### config.mk
export PLATFORM = sky130hd
export DESIGN_NAME = adc_capture
export DESIGN_NICKNAME = d
export VERILOG_FILES = /design/src/rtl/adc_capture.sv
export SDC_FILE = /design/constraint.sdc
export NUM_CORES = 1
export LEC_CHECK = 0
export BUFFER_PORTS_ARGS = -buffer_cell sky130_fd_sc_hd__buf_2
export CAP_MARGIN = 25
export CORE_AREA = 2 2 95 97
export DETAILED_ROUTE_END_ITERATION = 8
export DIE_AREA = 0 0 97 99
export GPL_ROUTABILITY_DRIVEN = 0
export GPL_TIMING_DRIVEN = 0
export HOLD_SLACK_MARGIN = 0.15
export PLACE_DENSITY_LB_ADDON = 0.08
export SLEW_MARGIN = 20
export SYNTH_ARGS = -nofsm -noshare
export SYNTH_HDL_FRONTEND = slang
export SYNTH_SLANG_ARGS = --single-unit
### constraint.sdc
create_clock -name fpga_clk -period 2.9 [get_ports fpga_clk]
set_input_delay 0.58 -clock fpga_clk [delete_from_list [all_inputs] [get_ports fpga_clk]]
set_output_delay 0.58 -clock fpga_clk [all_outputs]
set_load 0.05 [all_outputs]
### src/rtl/adc_capture.sv
// rtl/adc_capture.sv - dual-channel serial ADC capture controller
module adc_capture #(
  parameter int CLK_DIV      = 5,
  parameter int NUM_SAMPLES  = 128,
  parameter int QUIET_CYCLES = 1
) (
  input  logic        fpga_clk,
  input  logic        reset,
  input  logic        start,
  input  logic        serial_data1,
  input  logic        serial_data2,
  output logic        ADC_clk,
  output logic        chip_select,
  output logic [11:0] sample1,
  output logic [11:0] sample2,
  output logic [6:0]  sample_index,
  output logic        sample_valid,
  output logic        sample_err,
  output logic        frame_done,
  output logic        busy
);

  // One timer serves both the ADC_clk half-period and the quiet gap,
  // so it is sized for the longer of the two (the quiet gap is >= 2*CLK_DIV).
  localparam int QUIET_LEN = QUIET_CYCLES * 2 * CLK_DIV;
  localparam int TW        = $clog2(QUIET_LEN + 1);

  localparam logic [TW-1:0] DIV_LAST   = TW'(CLK_DIV - 1);
  localparam logic [TW-1:0] QUIET_LAST = TW'(QUIET_LEN - 1);
  localparam logic [6:0]    LAST_IDX   = 7'(NUM_SAMPLES - 1);
  localparam logic [4:0]    RISES      = 5'd16;

  typedef enum logic [1:0] {
    IDLE,
    CS_SETUP,
    SHIFT,
    QUIET
  } state_t;

  state_t      state, state_n;
  logic [TW-1:0] timer, timer_n;
  logic [4:0]  rise_cnt, rise_cnt_n;
  logic [6:0]  conv_cnt, conv_cnt_n;
  logic [15:0] shift1, shift1_n;
  logic [15:0] shift2, shift2_n;
  logic [11:0] sample1_n, sample2_n;
  logic [6:0]  sample_index_n;
  logic        adc_clk_n, chip_select_n, valid_n, err_n, done_n, busy_n;
  logic        lead_err;

  // The four leading bits of each 16-bit frame must be zero on both channels.
  assign lead_err = (|shift1[15:12]) | (|shift2[15:12]);

  // Next-state and next-output logic; every register holds unless a state acts on it.
  always_comb begin
    state_n        = state;
    timer_n        = timer;
    rise_cnt_n     = rise_cnt;
    conv_cnt_n     = conv_cnt;
    shift1_n       = shift1;
    shift2_n       = shift2;
    sample1_n      = sample1;
    sample2_n      = sample2;
    sample_index_n = sample_index;
    adc_clk_n      = ADC_clk;
    chip_select_n  = chip_select;
    err_n          = sample_err;
    busy_n         = busy;
    valid_n        = 1'b0;
    done_n         = 1'b0;

    case (state)
      IDLE: begin
        conv_cnt_n = '0;
        timer_n    = '0;
        if (start) begin
          state_n       = CS_SETUP;
          chip_select_n = 1'b0;
          busy_n        = 1'b1;
        end
      end

      CS_SETUP: begin
        if (timer == DIV_LAST) begin
          timer_n    = '0;
          adc_clk_n  = 1'b0;
          rise_cnt_n = '0;
          state_n    = SHIFT;
        end else begin
          timer_n = timer + 1'b1;
        end
      end

      SHIFT: begin
        if (rise_cnt == RISES) begin
          // End of conversion: publish the pair and release the ADCs.
          sample1_n      = shift1[11:0];
          sample2_n      = shift2[11:0];
          sample_index_n = conv_cnt;
          err_n          = lead_err;
          valid_n        = 1'b1;
          done_n         = (conv_cnt == LAST_IDX);
          chip_select_n  = 1'b1;
          timer_n        = '0;
          state_n        = QUIET;
        end else if (timer == DIV_LAST) begin
          timer_n   = '0;
          adc_clk_n = ~ADC_clk;
          if (!ADC_clk) begin
            // Data has been stable since the preceding falling edge.
            shift1_n   = {shift1[14:0], serial_data1};
            shift2_n   = {shift2[14:0], serial_data2};
            rise_cnt_n = rise_cnt + 5'd1;
          end
        end else begin
          timer_n = timer + 1'b1;
        end
      end

      QUIET: begin
        if (timer == QUIET_LAST) begin
          timer_n = '0;
          if (conv_cnt == LAST_IDX) begin
            state_n = IDLE;
            busy_n  = 1'b0;
          end else begin
            conv_cnt_n    = conv_cnt + 7'd1;
            chip_select_n = 1'b0;
            state_n       = CS_SETUP;
          end
        end else begin
          timer_n = timer + 1'b1;
        end
      end

      default: state_n = IDLE;
    endcase
  end

  // State register.
  always_ff @(posedge fpga_clk or posedge reset) begin
    if (reset) state <= IDLE;
    else       state <= state_n;
  end

  // Datapath and output registers; reset abandons any partial conversion.
  always_ff @(posedge fpga_clk or posedge reset) begin
    if (reset) begin
      timer        <= '0;
      rise_cnt     <= '0;
      conv_cnt     <= '0;
      shift1       <= '0;
      shift2       <= '0;
      sample1      <= '0;
      sample2      <= '0;
      sample_index <= '0;
      ADC_clk      <= 1'b1;
      chip_select  <= 1'b1;
      sample_valid <= 1'b0;
      sample_err   <= 1'b0;
      frame_done   <= 1'b0;
      busy         <= 1'b0;
    end else begin
      timer        <= timer_n;
      rise_cnt     <= rise_cnt_n;
      conv_cnt     <= conv_cnt_n;
      shift1       <= shift1_n;
      shift2       <= shift2_n;
      sample1      <= sample1_n;
      sample2      <= sample2_n;
      sample_index <= sample_index_n;
      ADC_clk      <= adc_clk_n;
      chip_select  <= chip_select_n;
      sample_valid <= valid_n;
      sample_err   <= err_n;
      frame_done   <= done_n;
      busy         <= busy_n;
    end
  end

endmodule

==> results_dict.tcl, run 1 <==
set metrics [dict create \
    ys.flop_type "dfrtp_1" \
    post-dp-hpwl_mm 4.52 \
    crit_chain "inv_1, ha_1, nand3b_1, nor3_4, buf_6, mux2_2" \
    insertion_delay_ns 0.35 \
    synth.cell_area_sq_mm 0.00373 \
    die-area_sq_mm 0.00960 \
    cp_max_fo 10 \
    synthArstFlopShare_pct 100 \
    cts_tree "built" \
    peakVddDrop_mv 0.297 \
    cp.depth 6 \
    start_util_pct 43.6 \
    grt_start_max_net_pins 49 \
    cts_htree_levels 3 \
    wl_per_cell_microns 15.2 \
    synth.avg_cell_area_sq_um 13.8 \
    area_growth_pct 14.5 \
    detail_route.drc_violations 0 \
    maxSlewHeadroom_pct 60.4 \
    antenna_cells 0 \
    grtUsageTotal_pct 14.8 \
    critPathTopFamily "simple AND/OR/NAND/NOR gates" \
    clockBufferDepth 2 \
    synth_nets 286 \
    io_pins 42 \
    num_rows 34 \
    numCtsBuffers 9 \
    endpoint_kind "register" \
    cap_violations 0 \
    drive_above_1_share_pct 41.0 \
    post-cts-setup-buffer-count 0 \
    hold_viol_final 0 \
    worst_pin_slew_ns 0.594 \
    antenna_found_initial 0 \
    nets 339 \
    grt_pass1_vias 2298 \
    viasPerCell 5.20 \
    crit_buf_inv 2 \
    crit_slowest_cell "nor3_4" \
    ys_types 46 \
    final_common_cell "dfrtp_1" \
    ant_nets 0 \
    grt_overflow 0 \
    core_area_sq_mm 0.00855 \
    ys_ff_latch 87 \
    power.leakage_uw 0.00221 \
    placed_cells 421 \
    die_w_microns 97 \
    holdCritPathClass "in2async" \
    setup-violations-final 0 \
    skew_ns 0.0117 \
    path_clk_slew_ns 0.10 \
    synth_enable_flop_cells 0 \
    status "completed" \
    finish.utilization_pct 50.0 \
    reg2reg_depth 6 \
    startpoint_type "register" \
    critical_path_class "reg2reg" \
    final_cell_mix "85 x dfrtp_1, 64 x mux2_2, 45 x buf_2" \
    max_freq_mhz 483 \
    slew_violations 0 \
    die_h_microns 99 \
    routed-via-count 2274 \
    drt_pass1_iterations 4 \
    period_needed_ns 2.07 \
    hold_buffers 0 \
    crit_required_ns 3.13 \
    slowest_delay_ns 0.47 \
    grt_setup_unrepaired "no" \
    grt_first_pass_wirelength_mm 11.4 \
    portBuffers 41 \
    yosys_warnings 0 \
    wirelength_mm 6.64 \
    cts_resized 0 \
    first_iter_violations 74 \
    syn_inst 271 \
    arrival_ns 2.30 \
    finalCritPeriodShare_pct 71.3 \
    p_per_area_mw_per_mm2 477 \
    cts_root_buf "clkbuf_8" \
    fin_cells 437 \
    cts_sinks 87 \
    ys_seq_area_share_pct 58.4 \
]
## registers in the layout, summed over array words and instances, names as in the netlist
register / flops
shift1: 16
shift2: 16
sample1: 12
sample2: 12
conv_cnt: 7
sample_index: 7
rise_cnt: 5
timer: 4
state: 2
ADC_clk: 1
busy: 1
chip_select: 1
frame_done: 1
sample_err: 1
sample_valid: 1
## per-layer routing
metal / track usage (%) / vias to the layer above / wire length, microns
met4: 5.53 / 0 / 65
met5: 0 / - / 0
met2: 23.3 / 34 / 3070
met3: 3.97 / 6 / 260
met1: 19.8 / 1148 / 3240
li1: - / 1086 / -
## worst register-to-register path, delay by kind of cell (launching register included)
kind          cells  cell delay, ns
mux               1            0.34
simple gates      2            0.70
buf+inv           2            0.30
fa+ha+maj         1            0.17
flops             1            0.43
## synth_stat cells, drive strengths merged, types with 2 or more instances
| library cell | instances | share of area (%) |
|---|---|---|
| dfrtp | 85 | 57 |
| mux2 | 66 | 20 |
| nand2 | 12 | 1.3 |
| inv | 11 | 1.1 |
| o21ai | 11 | 1.5 |
| ha | 10 | 3.4 |
| nor2 | 8 | 0.80 |
| buf | 7 | 1.4 |
| nand3 | 7 | 0.94 |
| a22o | 5 | 1.2 |
| nand2b | 4 | 0.67 |
| a21oi | 3 | 0.40 |
| nor3 | 3 | 0.70 |
| nor4 | 3 | 0.50 |
| and3b | 2 | 0.47 |
| and4b | 2 | 0.54 |
| dfstp | 2 | 1.4 |
| mux2i | 2 | 0.54 |
| nand3b | 2 | 0.40 |
| nand4 | 2 | 0.34 |
| nor2b | 2 | 0.34 |
| o311ai | 2 | 0.47 |
| o41ai | 2 | 0.47 |
## area by class of cell
class	count	area, sq um
Fill cell	787	4280
Sequential cell	87	2180
Multi-Input combinational cell	165	1450
Timing Repair Buffer	42	225
Tap cell	108	135
Clock buffer	10	128
Buffer	8	57.6
Clock inverter	6	51.3
Inverter	11	43.8
## power by group
group | internal [uW] | switching, uW
sequential | 1220 | 3.94
combinational | 10.6 | 26.0
clock | 326 | 453
## stage by stage
step                setup TNS, ns  area, sq um  hold WS, ns  total power (uW)  setup WS [ns]
finish                          0         4270        0.293              2040          0.831
global route                    0         4270        0.335              2140          0.714
CTS                             0         4270        0.308              2070          0.825
detailed placement              0         4090        0.480              1290          0.850
global placement           -83.54         4070        0.472              1280         -0.985
floorplan                       0         3730        0.460              1270         0.0731
## final timing paths
check / startpoint / to / slack (ns)
max: timer[0]$_DFF_PP0_ / shift2[12]$_DFFE_PP0P_ / 0.83
min: reset / sample_index[3]$_DFFE_PP0P_ / 0.29
max reg2reg: timer[0]$_DFF_PP0_ / shift2[12]$_DFFE_PP0P_ / 0.83
min reg2reg: shift1[15]$_DFFE_PP0P_ / shift1[15]$_DFFE_PP0P_ / 0.50
max in group asynchronous: reset / sample2[11]$_DFFE_PP0P_ / 1.98
min in group fpga_clk: serial_data2 / shift2[0]$_DFFE_PP0P_ / 0.45
## cells by family after synthesis
kind of cell    Yosys count  share of synthesized area (%)
flops                    87                           58.4
xor+xnor                  2                          0.470
buf+inv                  19                           2.65
fa+ha+maj                10                           3.35
mux                      68                           20.5
compound gates           32                           6.04
simple gates             53                           8.62
Power figures use the tool's default switching activity.
==> inputs of run 2 (changes only) <==
ABC_AREA = 1   (was default)
clock period = 2 ns   (was 2.9 ns; I/O delays follow)
==> run 2 against run 1 <==
Worst hold slack got worse by 0.026 ns. Non-clock buffer count rose by 7. Register-to-register slack lost 0.63 ns. Via count is 23% higher. Clock-buffer cell count increased by 1. Final area grew 2.3%. Total power rose by 47%. Synthesized cell count grew 55%. Die area did not move. Critical endpoint is now shift2[13]$_DFFE_PP0P_. Largest power group unchanged. Highest routed layer unchanged.
==> results_dict.tcl, run 2 <==
set metrics [dict create \
    synth_top_family_by_area "simple AND/OR/NAND/NOR gates" \
    area_growth_pct 15.2 \
    p_per_area_mw_per_mm2 685 \
    nFillCells 840 \
    yosysTopAreaCellShare_pct 56.1 \
    cts_tree "built" \
    ant_nets 0 \
    cts_root_buf "clkbuf_8" \
    grt_setup_unrepaired "no" \
    synth-simple-area-share_pct 19.9 \
    nets 489 \
    detail_route.drc_violations 0 \
    wirelength_mm 7.56 \
    cp_max_fo 10 \
    drt_pass1_iterations 6 \
    max_freq_mhz 555 \
    num_rows 34 \
    finish.utilization_pct 51.1 \
    status "completed" \
    maxSlewHeadroom_pct 55.3 \
    synth.cell_area_sq_mm 0.00379 \
    cts_resized 0 \
    grt_overflow 0 \
    post-cts-setup-buffer-count 0 \
    numCtsBuffers 9 \
    core_area_sq_mm 0.00855 \
    worst_pin_slew_ns 0.669 \
    synthTopCellsByArea "dfrtp_1 56%, nand2_1 12%, o21ai_0 5.3%" \
    start_util_pct 44.4 \
    synthArstFlopShare_pct 100 \
    synth.most_common_cell "nand2_1" \
    syn_inst 419 \
    final_common_cell "nand2_1" \
    dp_slack_ns 0.200 \
    grt_first_pass_wirelength_mm 13.5 \
    wl_per_cell_microns 12.9 \
    startpoint_type "register" \
    final_cell_mix "126 x nand2_1, 85 x dfrtp_1, 51 x inv_1" \
    ys.flop_type "dfrtp_1" \
    grt_start_max_net_pins 35 \
    io_pins 42 \
    finalCritPeriodShare_pct 90.1 \
    die-area_sq_mm 0.00960 \
    cts_htree_levels 3 \
    whs_ns 0.267 \
    crit_required_ns 2.22 \
    synthTopCellsByCount "126 x nand2_1, 85 x dfrtp_1, 52 x inv_1, 40 x o21ai_0, 23 x nor2_1" \
    holdCritPathClass "in2reg" \
    die_h_microns 99 \
    critical_path_class "reg2reg" \
    routed-via-count 2808 \
    setup_tns_ns 0 \
    synth-xor-area-share_pct 1.15 \
    synthMuxAreaShare_pct 0 \
    period_needed_ns 1.80 \
    ys_seq_area_share_pct 57.4 \
    antenna_found_initial 0 \
    grt_pass1_vias 2781 \
    post-dp-hpwl_mm 5.33 \
    synth_enable_flop_cells 0 \
    hold_buffers 1 \
    antenna_cells 0 \
    cap_violations 0 \
    synth.avg_cell_area_sq_um 9.06 \
    setup-violations-final 0 \
    reg_top3 "shift1 (16), shift2 (16)" \
    yosys_warnings 0 \
    viasPerCell 4.78 \
    arrival_ns 2.02 \
    worst_slack_ns 0.199 \
    power.leakage_uw 0.00228 \
    grtUsageTotal_pct 17.4 \
    ys_ff_latch 87 \
    die_w_microns 97 \
    first_iter_violations 97 \
    synth-compound-area-share_pct 10.7 \
    hold_viol_final 0 \
    ys_types 29 \
    peakVddDrop_mv 0.278 \
    synth_nets 434 \
    slew_violations 0 \
    synth.largest_area_cell "dfrtp_1" \
    portBuffers 41 \
    synth_adder_area_share_pct 3.30 \
    path_clk_slew_ns 0.08 \
    endpoint_kind "register" \
    clockBufferDepth 2 \
    cts_sinks 87 \
    drive_above_1_share_pct 19.0 \
    skew_ns 0.0128 \
    insertion_delay_ns 0.36 \
]
run 2: kinds of logic (layout without fill, tap and decap cells):
family                     Yosys count  after routing
and+or+nand+nor                    179            179
DFF                                 87             87
AOI/OAI and AO/OA                   71             71
buffers and inverters               67            127
adders and majority gates           10             10
xor gates and xnor gates             5              5
run 2: layout make-up:
cell class | count | area (sq um) | area share (%)
Multi-Input combinational cell | 265 | 1330 | 30.4
Clock buffer | 11 | 141 | 3.23
Clock inverter | 5 | 41.3 | 0.944
Tap cell | 108 | 135 | 3.09
Inverter | 54 | 206 | 4.72
Buffer | 13 | 82.6 | 1.89
Sequential cell | 87 | 2180 | 49.9
Timing Repair Buffer | 44 | 255 | 5.84
run 2: stage by stage:
stage	std cells	power [uW]	area [sq um]
finish	587	2990	4370
global route	587	3130	4370
CTS	587	3040	4370
detailed placement	570	1880	4180
global placement	568	1870	4140
floorplan	419	1850	3800
run 2: final timing paths:
path                                      start                       to  slack (ns)  depth (start not counted)
setup reg to reg           state[0]$_DFFE_PP0P_   shift2[13]$_DFFE_PP0P_        0.20                          9
setup / recovery           state[0]$_DFFE_PP0P_   shift2[13]$_DFFE_PP0P_        0.20                          9
min in group asynchronous                 reset       timer[2]$_DFF_PP0_        0.68                          3
hold reg to reg                busy$_DFFE_PP0P_         busy$_DFFE_PP0P_        0.48                          2
hold / removal                            start         busy$_DFFE_PP0P_        0.27                          3
max in group asynchronous                 reset  chip_select$_DFFE_PP1P_        0.69                          4
run 2: critical path, cell delays in order (launching register included):
cell,delay [ns]
dfrtp_1,0.43
inv_1,0.12
ha_1,0.34
inv_2,0.12
nor2_4,0.13
nand3b_4,0.11
buf_6,0.16
buf_6,0.14
nand2_1,0.05
o21ai_0,0.07
run 2: routing by layer:
metal | global-route usage [%] | wire (microns) | part of all wire, %
met3 | 3.26 | 265 | 3.5
met4 | 6.50 | 124 | 1.6
met1 | 23.2 | 3530 | 47
met5 | 0 | 0 | 0
met2 | 28.6 | 3630 | 48
run 2: power breakdown:
part	leakage (uW)	switching [uW]	total, uW	internal (uW)
sequential	0.00116	5.65	1780	1770
combinational	0.00104	49.7	69.8	20.1
clock	0.0000861	654	1150	495
